--- src/rtl/ttt_button_conditioner.sv ---
// Button front-end for the tic-tac-toe controller.
// Each of the five raw buttons is synchronized, debounced by its own small
// FSM and optionally auto-repeated. The resulting event requests are
// collected in a pending register and drained one per clock by a fixed
// priority arbiter (C > U > L > R > D), so at most one pulse is ever high.
// Vector bit order everywhere is {C,U,L,R,D}, bit 4 down to bit 0.
module ttt_button_conditioner #(
  parameter int         DB_LIMIT   = 1_000_000,
  parameter int         RPT_DELAY  = 50_000_000,
  parameter int         RPT_PERIOD = 20_000_000,
  parameter logic [4:0] RPT_MASK   = 5'b00011,
  parameter int         CNT_W      = 26
) (
  input  logic       Clk,
  input  logic       reset,
  input  logic       BtnL_raw,
  input  logic       BtnR_raw,
  input  logic       BtnU_raw,
  input  logic       BtnD_raw,
  input  logic       BtnC_raw,
  output logic       BtnL,
  output logic       BtnR,
  output logic       BtnU,
  output logic       BtnD,
  output logic       BtnC,
  output logic [4:0] Held
);

  typedef enum logic [1:0] {
    ST_IDLE = 2'd0,
    ST_HELD = 2'd1,
    ST_RELQ = 2'd2
  } state_t;

  localparam logic [CNT_W-1:0] DB_C  = CNT_W'(DB_LIMIT);
  localparam logic [CNT_W-1:0] RD_C  = CNT_W'(RPT_DELAY);
  localparam logic [CNT_W-1:0] RP_C  = CNT_W'(RPT_PERIOD);
  localparam logic [CNT_W-1:0] ONE_C = CNT_W'(1);

  logic [4:0]       raw_w;
  logic [4:0]       sync1_q, sync2_q;
  state_t           state_q [5];
  state_t           state_d [5];
  logic [CNT_W-1:0] dc_q [5];
  logic [CNT_W-1:0] dc_d [5];
  logic [CNT_W-1:0] rc_q [5];
  logic [CNT_W-1:0] rc_d [5];
  // first_q[i] = 1 while the next repeat uses the initial (longer) delay
  logic [4:0]       first_q, first_d;
  logic [4:0]       req_w;
  logic [4:0]       pend_q, pend_d;
  logic [4:0]       sel_w;
  logic [4:0]       pulse_q;

  assign raw_w = {BtnC_raw, BtnU_raw, BtnL_raw, BtnR_raw, BtnD_raw};

  // All state registers: synchronizers, per-button FSMs, pending and pulse
  always_ff @(posedge Clk or posedge reset) begin
    if (reset) begin
      sync1_q <= '0;
      sync2_q <= '0;
      first_q <= '1;
      pend_q  <= '0;
      pulse_q <= '0;
      for (int i = 0; i < 5; i++) begin
        state_q[i] <= ST_IDLE;
        dc_q[i]    <= '0;
        rc_q[i]    <= '0;
      end
    end else begin
      sync1_q <= raw_w;
      sync2_q <= sync1_q;
      first_q <= first_d;
      pend_q  <= pend_d;
      pulse_q <= sel_w;
      for (int i = 0; i < 5; i++) begin
        state_q[i] <= state_d[i];
        dc_q[i]    <= dc_d[i];
        rc_q[i]    <= rc_d[i];
      end
    end
  end

  // Per-button debounce / repeat next-state logic and event requests
  always_comb begin
    req_w   = '0;
    first_d = first_q;
    for (int i = 0; i < 5; i++) begin
      state_d[i] = state_q[i];
      dc_d[i]    = dc_q[i];
      rc_d[i]    = rc_q[i];
      case (state_q[i])
        ST_IDLE: begin
          if (sync2_q[i]) begin
            if (dc_q[i] + ONE_C == DB_C) begin
              state_d[i] = ST_HELD;
              dc_d[i]    = '0;
              rc_d[i]    = '0;
              first_d[i] = 1'b1;
              req_w[i]   = 1'b1;
            end else begin
              dc_d[i] = dc_q[i] + ONE_C;
            end
          end else begin
            dc_d[i] = '0;
          end
        end
        ST_HELD: begin
          if (sync2_q[i]) begin
            if (RPT_MASK[i] &&
                (rc_q[i] + ONE_C == (first_q[i] ? RD_C : RP_C))) begin
              req_w[i]   = 1'b1;
              rc_d[i]    = '0;
              first_d[i] = 1'b0;
            end else begin
              rc_d[i] = rc_q[i] + ONE_C;
            end
          end else begin
            // this low sample is the first one of release qualification
            state_d[i] = ST_RELQ;
            rc_d[i]    = '0;
            dc_d[i]    = ONE_C;
            first_d[i] = 1'b1;
          end
        end
        ST_RELQ: begin
          if (sync2_q[i]) begin
            state_d[i] = ST_HELD;
            dc_d[i]    = '0;
          end else if (dc_q[i] + ONE_C == DB_C) begin
            state_d[i] = ST_IDLE;
            dc_d[i]    = '0;
          end else begin
            dc_d[i] = dc_q[i] + ONE_C;
          end
        end
        default: begin
          state_d[i] = ST_IDLE;
          dc_d[i]    = '0;
          rc_d[i]    = '0;
        end
      endcase
    end
  end

  // Priority arbiter; a request on a bit being granted keeps it pending
  always_comb begin
    sel_w = '0;
    for (int i = 0; i < 5; i++) begin
      if (pend_q[i]) begin
        sel_w    = '0;
        sel_w[i] = 1'b1;
      end
    end
    pend_d = (pend_q & ~sel_w) | req_w;
  end

  // Debounced level is high whenever the button is not idle
  always_comb begin
    Held = '0;
    for (int i = 0; i < 5; i++) begin
      Held[i] = (state_q[i] != ST_IDLE);
    end
  end

  assign BtnD = pulse_q[0];
  assign BtnR = pulse_q[1];
  assign BtnL = pulse_q[2];
  assign BtnU = pulse_q[3];
  assign BtnC = pulse_q[4];

endmodule

--- config.mk ---
export PLATFORM = sky130hd
export DESIGN_NAME = ttt_button_conditioner
export DESIGN_NICKNAME = d
export VERILOG_FILES = /design/src/rtl/ttt_button_conditioner.sv
export SDC_FILE = /design/constraint.sdc
export NUM_CORES = 1
export LEC_CHECK = 0
export ABC_CLOCK_PERIOD_IN_PS = 16700
export CAP_MARGIN = 25
export CORE_UTILIZATION = 65
export CTS_BUF_LIST = sky130_fd_sc_hd__clkbuf_4 sky130_fd_sc_hd__clkbuf_8
export DETAILED_ROUTE_END_ITERATION = 12
export PLACE_DENSITY_LB_ADDON = 0.12
export SLEW_MARGIN = 20
export SYNTH_ARGS = -nofsm -noshare
export SYNTH_HDL_FRONTEND = slang
export SYNTH_SLANG_ARGS = --single-unit
--- constraint.sdc ---
create_clock -name Clk -period 16.7 [get_ports Clk]
set_input_delay 1.67 -clock Clk [delete_from_list [all_inputs] [get_ports Clk]]
set_output_delay 1.67 -clock Clk [all_outputs]
set_load 0.02 [all_outputs]
==> results_dict.tcl, run 1 <==
set metrics [dict create \
    outcome "finished, final reports clean" \
    antenna_cells 0 \
    dieWidth_um 150.1 \
    path_delay_family "simple AND/OR/NAND/NOR gates" \
    cp.required_ns 17.12 \
    synth_fp_nets 1761 \
    synth_top_area_share_pct 37.22 \
    grt_max_degree 144 \
    clock-sinks 214 \
    synth.cell_area_um2 14250 \
    synth_area_leaders "dfrtp_1 37%, nand2_1 5.4%, nand3_1 4.3%" \
    max_clock_freq_ghz 0.2304 \
    cp.depth 9 \
    wl_um 34270 \
    worstSkewPairLatency_ns 0.54 \
    crit_end "rc_q[86]" \
    grt_pass1_wl_um 57480 \
    htreeDepth 2 \
    syn_area_per_cell_um2 8.164 \
    rsz0062_at_grt "false" \
    seq_power_share_pct 49.8 \
    post_cts_resized 0 \
    max-slew-margin-rel_pct 33.61 \
    num_rows 53 \
    ir_drop_mv 0.05938 \
    ys.flop_type "dfrtp_1" \
    crit_type "register to register" \
    ys_warn_count 0 \
    hold_viol_final 0 \
    combPwrFrac_pct 3.5 \
    first_pass_iters 8 \
    fp.coreArea_um2 21290 \
    finalSetupViolations 0 \
    root_buffer "clkbuf_8" \
    tns_ns 0 \
    dp_hpwl_um 22690 \
    synth.largest_area_cell "dfrtp_1" \
    wl_per_cell_um 17.24 \
    grt_pass1_vias 12270 \
    r2r_end "rc_q[86]" \
    antenna_found_initial 0 \
    cts_tree "built" \
    ys_ff_latch 214 \
    dieArea_um2 22530 \
    tightest_slew_ns 0.9935 \
    grtUsageTotal_pct 30.81 \
    crit_chain "ha_1 > nand3_1 > or4_1 > or4_1 > a21boi_1 > o2111ai_1 > a2111oi_4 > nor2_2 > a221o_1" \
    drc_errors 0 \
    switchingPower_uw 247.7 \
    cp_slowest_cell "a2111oi_4" \
    yosysSeqAreaShare_pct 37.58 \
    cts.path.max_buffers 3 \
    numCtsBuffers 39 \
    cp_max_fo 16 \
    place_congestion 0.9266 \
    drt_iter0_drc 930 \
    drtAntennaViolNets 0 \
    drive_gt1_share_pct 6.071 \
    clk_pin_slew_worst_paths_ns 0.06 \
    cts_setup_buffers 0 \
    areaGrowthSynthToFinish_pct 6.522 \
    cpPeakStageDelay_ns 0.94 \
    reg2reg_from "rc_q[78]" \
    period_share_pct 25.99 \
    synth.distinct_cells 79 \
    power_frac_clock_pct 46.8 \
    rrSetupSlack_ns 12.36 \
    start_util_pct 66.97 \
    fillers 1709 \
    syn_inst 1746 \
    cp.arrival_ns 4.76 \
    synth_edf_count 0 \
    power_density_nw_per_um2 70.40 \
    final_max_slew_viol_count 0 \
    fin_crit_ns 4.340 \
    portBuffers 16 \
    crit_path_start_kind "register" \
    path_buf_inv 0 \
    clock_skew_ns 0.02919 \
    postCtsHoldBufs 0 \
    cap_violations 0 \
    switching_share_pct 23.18 \
    vias_per_cell 6.737 \
    path_common_cell "or4_1" \
    async_flop_share_pct 100.0 \
    die_height_um 150.1 \
    boundaryPins 17 \
    intPower_uw 821.2 \
    power_leakage_uw 0.006019 \
    grt-ovfl-total 0 \
    crit_path_end_kind "register" \
    startpoint "rc_q[78]" \
    r2r_cells 9 \
    layout.nets 1704 \
    hold_class "register to register" \
    holdWs_ns 0.3496 \
    vias 13390 \
]
final cells by class:
type	instances	area, um^2	area share [%]
multi-input combinational	1342	8165	53.77
sequential	214	5358	35.28
clock buffer	61	758.2	4.993
tap	275	344.1	2.266
timing repair buffer	31	300.3	1.978
inverter	61	236.5	1.557
clock inverter	4	22.52	0.1483
metal layers:
metal,global-route usage [%],share of wire (%)
met5,0,0
met4,9.798,1.6
met3,4.212,5.6
met2,50.00,47
met1,42.67,46
flip-flops by register name, summed over array words and instances, names as in the netlist:
register	flops
rc_q	52
pulse_q	5
sync1_q	5
pend_q	5
dc_q	130
first_q	2
sync2_q	5
state_q	10
cell usage in the layout (no fill, tap or decap), types with 13 or more instances in the layout:
cell type	count
a22o_1	14
and3_1	36
o211ai_1	23
o22ai_1	15
nand2b_1	16
and4_1	26
nor2b_1	18
or3_1	31
dfrtp_1	212
a211o_1	13
or4_1	16
a221o_1	13
and2_1	18
nor2_1	95
o31ai_1	21
inv_1	60
nand3_1	123
a211oi_1	14
clkbuf_8	48
nand4_1	61
a21o_1	18
xnor2_1	36
a31oi_1	48
xor2_1	27
a21oi_1	65
nand2_1	204
o21ai_0	110
nor3_1	71
nor4_1	39
clkdlybuf4s50_1	16
clkbuf_4	14
power by group through the flow:
| stage | clock network, uW | registers (uW) | logic [uW] |
|---|---|---|---|
| finish | 500 | 532 | 37.2 |
| global route | 533 | 533 | 42.8 |
| CTS | 511 | 532 | 37.1 |
| detailed placement | 0 | 541 | 36.9 |
| global placement | 0 | 540 | 35.9 |
| floorplan | 0 | 538 | 27.9 |
metrics by stage:
stage	power, uW	util (%)	cell area, um^2	setup slack (ns)	std cells
2_1_floorplan	565.9	-	14250	9.182	1746
4_1_cts	1080	71.17	15150	12.44	1986
6_report	1069	71.33	15180	12.36	1988
3_3_place_gp	576.3	67.43	14350	12.62	1920
3_5_place_dp	577.7	67.50	14370	12.44	1921
5_1_grt	1109	71.33	15180	12.17	1988
worst min-delay path by stage:
stage | start | end | slack (ns) | depth (start not counted)
2_1_floorplan | sync1_q[0] | sync2_q[0] | 0.33 | 0
3_3_place_gp | sync1_q[0] | sync2_q[0] | 0.33 | 0
3_5_place_dp | sync1_q[0] | sync2_q[0] | 0.34 | 0
4_1_cts | sync1_q[0] | sync2_q[0] | 0.35 | 0
5_1_grt | sync1_q[4] | sync2_q[4] | 0.36 | 0
6_report | sync1_q[0] | sync2_q[0] | 0.35 | 0
cells by family after synthesis:
logic type	Yosys count	share of synthesized area, %
simple gates	813	30.48
fa+ha+maj	8	0.7022
buf+inv	190	5.240
mux	11	0.7724
compound gates	447	21.35
xor+xnor	63	3.871
flops	214	37.58
synthesized netlist by cell type (all sizes together) (7+ instances only):
cell       n
nor3      71
xnor2     36
clkbuf   104
nand3    123
buf       25
o31ai     21
a21oi     66
nand3b    10
a221o     13
nor2      97
o2111ai    7
dfrtp    212
a2111oi   13
nor4      44
and3      36
and4      26
a211oi    15
xor2      27
o21ai    110
nand2b    16
a22o      14
nor2b     18
or2        7
nand2    204
and2      18
ha         8
or4       16
nand4     63
a31oi     49
o22ai     15
o211ai    23
nor4b      8
o311ai     8
a211o     13
a21o      18
nor3b     12
inv       61
mux2i     11
o31a       8
or3       31
Power figures use the tool's default switching activity.
==> run 2: changes to the inputs <==
--- a/config.mk
+++ b/config.mk
@@ -5,9 +5,9 @@
 export SDC_FILE = /design/constraint.sdc
 export NUM_CORES = 1
 export LEC_CHECK = 0
-export ABC_CLOCK_PERIOD_IN_PS = 16700
+export ABC_CLOCK_PERIOD_IN_PS = 3680
 export CAP_MARGIN = 25
-export CORE_UTILIZATION = 65
+export CORE_UTILIZATION = 60
 export CTS_BUF_LIST = sky130_fd_sc_hd__clkbuf_4 sky130_fd_sc_hd__clkbuf_8
 export DETAILED_ROUTE_END_ITERATION = 12
 export PLACE_DENSITY_LB_ADDON = 0.12
==> constraint.sdc (replaced) <==
create_clock -name Clk -period 3.68 [get_ports Clk]
set_input_delay 0.368 -clock Clk [delete_from_list [all_inputs] [get_ports Clk]]
set_output_delay 0.368 -clock Clk [all_outputs]
set_load 0.02 [all_outputs]
==> run 2 against run 1 <==
Global-route usage fell by 1.6 points. First-iteration DRC count is 21% higher. Sequential power grew to 4.5 times the previous value. Critical endpoint is now rc_q[98]. Largest power group is now the clock network. Highest routed layer unchanged.
==> results_dict.tcl, run 2 (synthesized netlist as in run 1, its figures left out) <==
set metrics [dict create \
    fin_crit_ns 3.471 \
    cts.path.max_buffers 3 \
    largest_reg_flops 130 \
    intPower_uw 3968 \
    reg2reg_from "rc_q[78]" \
    final_cell_mix "212 x dfrtp_1, 203 x nand2_1, 123 x nand3_1, 110 x o21ai_0, 95 x nor2_1" \
    clk_pin_slew_worst_paths_ns 0.06 \
    drc_errors 0 \
    path_common_cell "buf_4" \
    power_leakage_uw 0.006307 \
    crit_path_start_kind "register" \
    postCtsHoldBufs 0 \
    r2r_cells 11 \
    ir_drop_mv 0.2912 \
    layout.nets 1750 \
    placed_cells 2006 \
    grtUsageMet3_pct 3.917 \
    reg.largest.list "dc_q x130, rc_q x52, state_q x10" \
    cp.required_ns 4.15 \
    top_register "dc_q" \
    antenna_cells 0 \
    post-route-util_pct 67.20 \
    switching_share_pct 22.72 \
    finalSetupViolations 0 \
    first_pass_iters 5 \
    startpoint "rc_q[78]" \
    grt-ovfl-total 0 \
    grtUsageMet2_pct 46.28 \
    root_buffer "clkbuf_8" \
    power_density_nw_per_um2 326.5 \
    cp_slowest_cell "or4_1" \
    switchingPower_uw 1167 \
    grt.busiest_layer "met2" \
    wl_um 34970 \
    dieWidth_um 156.1 \
    crit_type "register to register" \
    drtAntennaViolNets 0 \
    die_height_um 156.1 \
    hold_class "input pin to register" \
    portBuffers 16 \
    rrSetupSlack_ns 0.21 \
    areaGrowthSynthToFinish_pct 10.32 \
    place_congestion 0.9133 \
    period_share_pct 94.31 \
    fp.coreArea_um2 23400 \
    stdcell_count 2083 \
    grt_pass1_wl_um 59350 \
    holdWs_ns 0.2549 \
    power_frac_clock_pct 49.6 \
    dieArea_um2 24380 \
    numCtsBuffers 40 \
    worstSkewPairLatency_ns 0.54 \
    grtUsageTotal_pct 29.21 \
    cp_max_fo 12 \
    start_util_pct 60.91 \
    crit_path_end_kind "register" \
    crit_chain "ha_1 > nand3_1 > or4_1 > buf_4 > or3_1 > o2111a_1 > a31oi_1 > a2111oi_4 > buf_4 > nor2_2 > a221o_1" \
    boundaryPins 17 \
    seq_power_share_pct 47.0 \
    num_rows 56 \
    cp.arrival_ns 3.94 \
    crit_end "rc_q[98]" \
    clock_skew_ns 0.01365 \
    clock-sinks 214 \
    outcome "finished, final reports clean" \
    r2r_end "rc_q[98]" \
    drt_iter0_drc 1123 \
    htreeDepth 2 \
    hold_viol_final 0 \
    max-slew-margin-rel_pct 42.91 \
    vias 13510 \
    final_max_slew_viol_count 0 \
    cts_tree "built" \
    antenna_found_initial 0 \
    combPwrFrac_pct 3.4 \
    tightest_slew_ns 0.8564 \
    use_met1_pct 41.41 \
    max_clock_freq_ghz 0.2881 \
    rsz0062_at_grt "false" \
    vias_per_cell 6.487 \
    cpPeakStageDelay_ns 0.59 \
    cap_violations 0 \
    grt_max_degree 184 \
    wl_per_cell_um 16.79 \
    dp_hpwl_um 23670 \
    grt_pass1_vias 12370 \
    final_common_cell "dfrtp_1" \
    tns_ns 0 \
    drive_gt1_share_pct 8.900 \
]
run 2: cell count changes in the layout (fill, tap and decap cells not counted), moves of 2 or more:
cell	change
bufinv_16	+2
buf_4	+44
clkbuf_8	+4
buf_12	+2
run 2: timing repair:
action,CTS,global route
hold endpoints to repair,0,0
resized for setup,0,2
buffers inserted,0,4
setup endpoints to repair,0,27
run 2: critical path: cells and delay by family, from the launching register on:
family | cells | cell delay [ns]
flops | 1 | 0.34
compound gates | 4 | 0.79
fa+ha+maj | 1 | 0.23
simple gates | 4 | 1.64
buf+inv | 2 | 0.38
run 2: metrics by stage:
step / worst slack (ns) / instance area, um^2 / power (uW)
detailed placement: 0.1700 / 14750 / 2628
floorplan: 0.3570 / 14260 / 2569
global placement: 0.2797 / 14740 / 2623
global route: 0.02514 / 15730 / 5322
finish: 0.2095 / 15730 / 5135
CTS: 0.1602 / 15650 / 5191
run 2: worst min-delay path by stage:
stage               start    endpoint  slack [ns]  cells after the start
3_5_place_dp   sync1_q[2]  sync2_q[2]        0.34                      0
6_report         BtnL_raw  sync1_q[2]        0.25                      1
5_1_grt          BtnL_raw  sync1_q[2]        0.26                      1
2_1_floorplan  sync1_q[0]  sync2_q[0]        0.33                      0
3_3_place_gp   sync1_q[1]  sync2_q[1]        0.33                      0
4_1_cts          BtnL_raw  sync1_q[2]        0.23                      1
run 2: power by group through the flow:
stage	Clock, uW	Combinational [uW]	Sequential (uW)
after floorplan	0	127	2440
after global placement	0	170	2450
after detailed placement	0	173	2460
after CTS	2600	174	2410
after global routing	2700	201	2420
final	2550	174	2410
run 2: final cells by class:
type | count | area, um^2
Inverter | 61 | 232.7
Timing Repair Buffer | 76 | 659.4
Clock buffer | 65 | 813.3
Fill cell | 1988 | 7676
Clock inverter | 6 | 82.58
Sequential cell | 214 | 5358
Multi-Input combinational cell | 1342 | 8182
Tap cell | 319 | 399.1
run 2: per-layer routing:
layer / share of wire [%] / vias up
met2: 46 / 363
met1: 46 / 6562
met3: 5.4 / 57
met5: 0 / -
li1: - / 6531
met4: 2.0 / 0
==> run 3: changes to the inputs <==
--- a/config.mk
+++ b/config.mk
@@ -7,7 +7,7 @@
 export LEC_CHECK = 0
 export ABC_CLOCK_PERIOD_IN_PS = 3680
 export CAP_MARGIN = 25
-export CORE_UTILIZATION = 60
+export CORE_UTILIZATION = 40
 export CTS_BUF_LIST = sky130_fd_sc_hd__clkbuf_4 sky130_fd_sc_hd__clkbuf_8
 export DETAILED_ROUTE_END_ITERATION = 12
 export PLACE_DENSITY_LB_ADDON = 0.12
==> run 3 against run 2 <==
Worst setup slack worse by 0.017 ns. Critical path type unchanged. Register-to-register slack lost 0.02 ns. Routed wire length increased by 5.8%.
==> results_dict.tcl, run 3 (synthesized netlist as in run 1, its figures left out) <==
set metrics [dict create \
    outcome "finished, final reports clean" \
    cp_slowest_cell "or4b_1" \
    hold_viol_final 0 \
    reg.largest.list "dc_q x130, rc_q x52, state_q x10" \
    design_area_um2 16010 \
    portBuffers 16 \
    tightest_slew_ns 0.9123 \
    power_density_nw_per_um2 328.0 \
    boundaryPins 17 \
    layout.nets 1762 \
    numCtsBuffers 42 \
    largest_reg_flops 130 \
    rrSetupSlack_ns 0.19 \
    power_leakage_uw 0.006378 \
    cp.arrival_ns 3.92 \
    period_share_pct 94.78 \
    layout_setup_ws_ns 0.1922 \
    areaGrowthSynthToFinish_pct 12.31 \
    clock-sinks 214 \
    vias_per_cell 5.953 \
    placed_cells 2152 \
    first_pass_iters 6 \
    cap_violations 0 \
    max-slew-margin-rel_pct 39.18 \
    path_buf_inv 1 \
    cts.path.max_buffers 3 \
    final_max_slew_viol_count 0 \
    wl_um 37010 \
    crit_chain "ha_2 > nand4_1 > nor4_4 > and4b_1 > o22ai_1 > or4b_1 > or4_1 > buf_4 > a31oi_1 > o22ai_1" \
    fillers 3377 \
    die_height_um 190.8 \
    clock_skew_ns 0.01659 \
    finalSetupViolations 0 \
    drive_gt1_share_pct 9.775 \
    cp_max_fo 20 \
    place_area_um2 15000 \
    place_ws_ns 0.06244 \
    antenna_found_initial 0 \
    max_clock_freq_ghz 0.2867 \
    r2r_cells 10 \
    stdcell_count 2235 \
    root_buffer "clkbuf_8" \
    crit_path_end_kind "register" \
    crit_path_start_kind "register" \
    drc_errors 0 \
    path_delay_family "simple AND/OR/NAND/NOR gates" \
    path_common_cell "o22ai_1" \
    grt_max_degree 92 \
    clk_pin_slew_worst_paths_ns 0.06 \
    post-route-util_pct 46.01 \
    grt-ovfl-total 0 \
    grt_pass1_wl_um 63510 \
    num_rows 68 \
    start_util_pct 40.96 \
    fp.coreArea_um2 34800 \
    cts_tree "built" \
    dieArea_um2 36400 \
    crit_type "register to register" \
    place_congestion 0.8627 \
    cp.required_ns 4.11 \
    drt_iter0_drc 1064 \
    worstSkewPairLatency_ns 0.56 \
    htreeDepth 2 \
    cpPeakStageDelay_ns 0.51 \
    dp_hpwl_um 25090 \
    fin_crit_ns 3.488 \
    vias 13300 \
    drtAntennaViolNets 0 \
    final_common_cell "dfrtp_1" \
    ir_drop_mv 0.2332 \
    grt_pass1_vias 12560 \
    postCtsHoldBufs 0 \
    final_cell_mix "211 x dfrtp_1, 203 x nand2_1, 123 x nand3_1, 110 x o21ai_0, 95 x nor2_1" \
    r2r_end "dc_q[3]" \
    top_register "dc_q" \
    grtUsageTotal_pct 21.01 \
    tns_ns 0 \
    reg2reg_from "dc_q[1]" \
    dieWidth_um 190.8 \
    antenna_cells 0 \
    wl_per_cell_um 16.56 \
    hold_class "input pin to async pin" \
]
[run 3: cell count changes in the layout (fill, tap and decap cells not counted), moves of 2 or more]
cell	delta
clkinv_2	+8
clkbuf_4	-5
nor4b_2	-2
clkbuf_8	+3
buf_4	+11
[run 3: worst reg2reg max path, cell delays in order (launching register included)]
cell	delay [ns]
dfrtp_1	0.45
ha_2	0.28
nand4_1	0.23
nor4_4	0.46
and4b_1	0.33
o22ai_1	0.09
or4b_1	0.51
or4_1	0.45
buf_4	0.24
a31oi_1	0.22
o22ai_1	0.11
[run 3: area by class of cell]
| type | count | area [um^2] | share of cell area, % |
|---|---|---|---|
| sequential | 214 | 5359 | 33.47 |
| tap | 455 | 569.3 | 3.556 |
| clock inverter | 14 | 122.6 | 0.7659 |
| multi-input combinational | 1342 | 8195 | 51.19 |
| timing repair buffer | 86 | 714.4 | 4.462 |
| inverter | 61 | 232.7 | 1.454 |
| clock buffer | 63 | 817.0 | 5.103 |
[run 3: how the worst max path moves through the flow]
stage | endpoint | slack, ns | cells after the start | start
4_1_cts | dc_q[14] | 0.07 | 9 | dc_q[0]
5_1_grt | rc_q[89] | -0.002 | 10 | rc_q[86]
6_report | dc_q[3] | 0.19 | 10 | dc_q[1]
2_1_floorplan | rc_q[86] | 0.36 | 11 | rc_q[79]
3_5_place_dp | dc_q[14] | 0.06 | 9 | dc_q[0]
3_3_place_gp | rc_q[105] | 0.08 | 8 | dc_q[106]
[run 3: power by group]
group / total, uW / internal (uW) / switching, uW
registers: 2410 / 2380 / 36.3
clock network: 2660 / 1570 / 1090
logic: 179 / 56.1 / 123
total: 5250 / 4000 / 1250
[run 3: through the flow]
| step | power, uW | hold WS, ns |
|---|---|---|
| 4_1_cts | 5357 | 0.1810 |
| 6_report | 5252 | 0.2079 |
| 3_5_place_dp | 2640 | 0.3373 |
| 2_1_floorplan | 2569 | 0.3312 |
| 3_3_place_gp | 2636 | 0.3333 |
| 5_1_grt | 5475 | 0.2239 |
[run 3: repair_timing]
item                                    in CTS  in global routing
buffers inserted                             0                  6
resized for setup                            0                  5
endpoints found under the setup margin       0                 44
[run 3: per-layer routing]
metal  global-route usage (%)  part of all wire (%)
met5                        0                     0
met4                    7.815                   2.8
met3                    3.165                   4.0
met2                    32.92                    45
met1                    29.14                    48
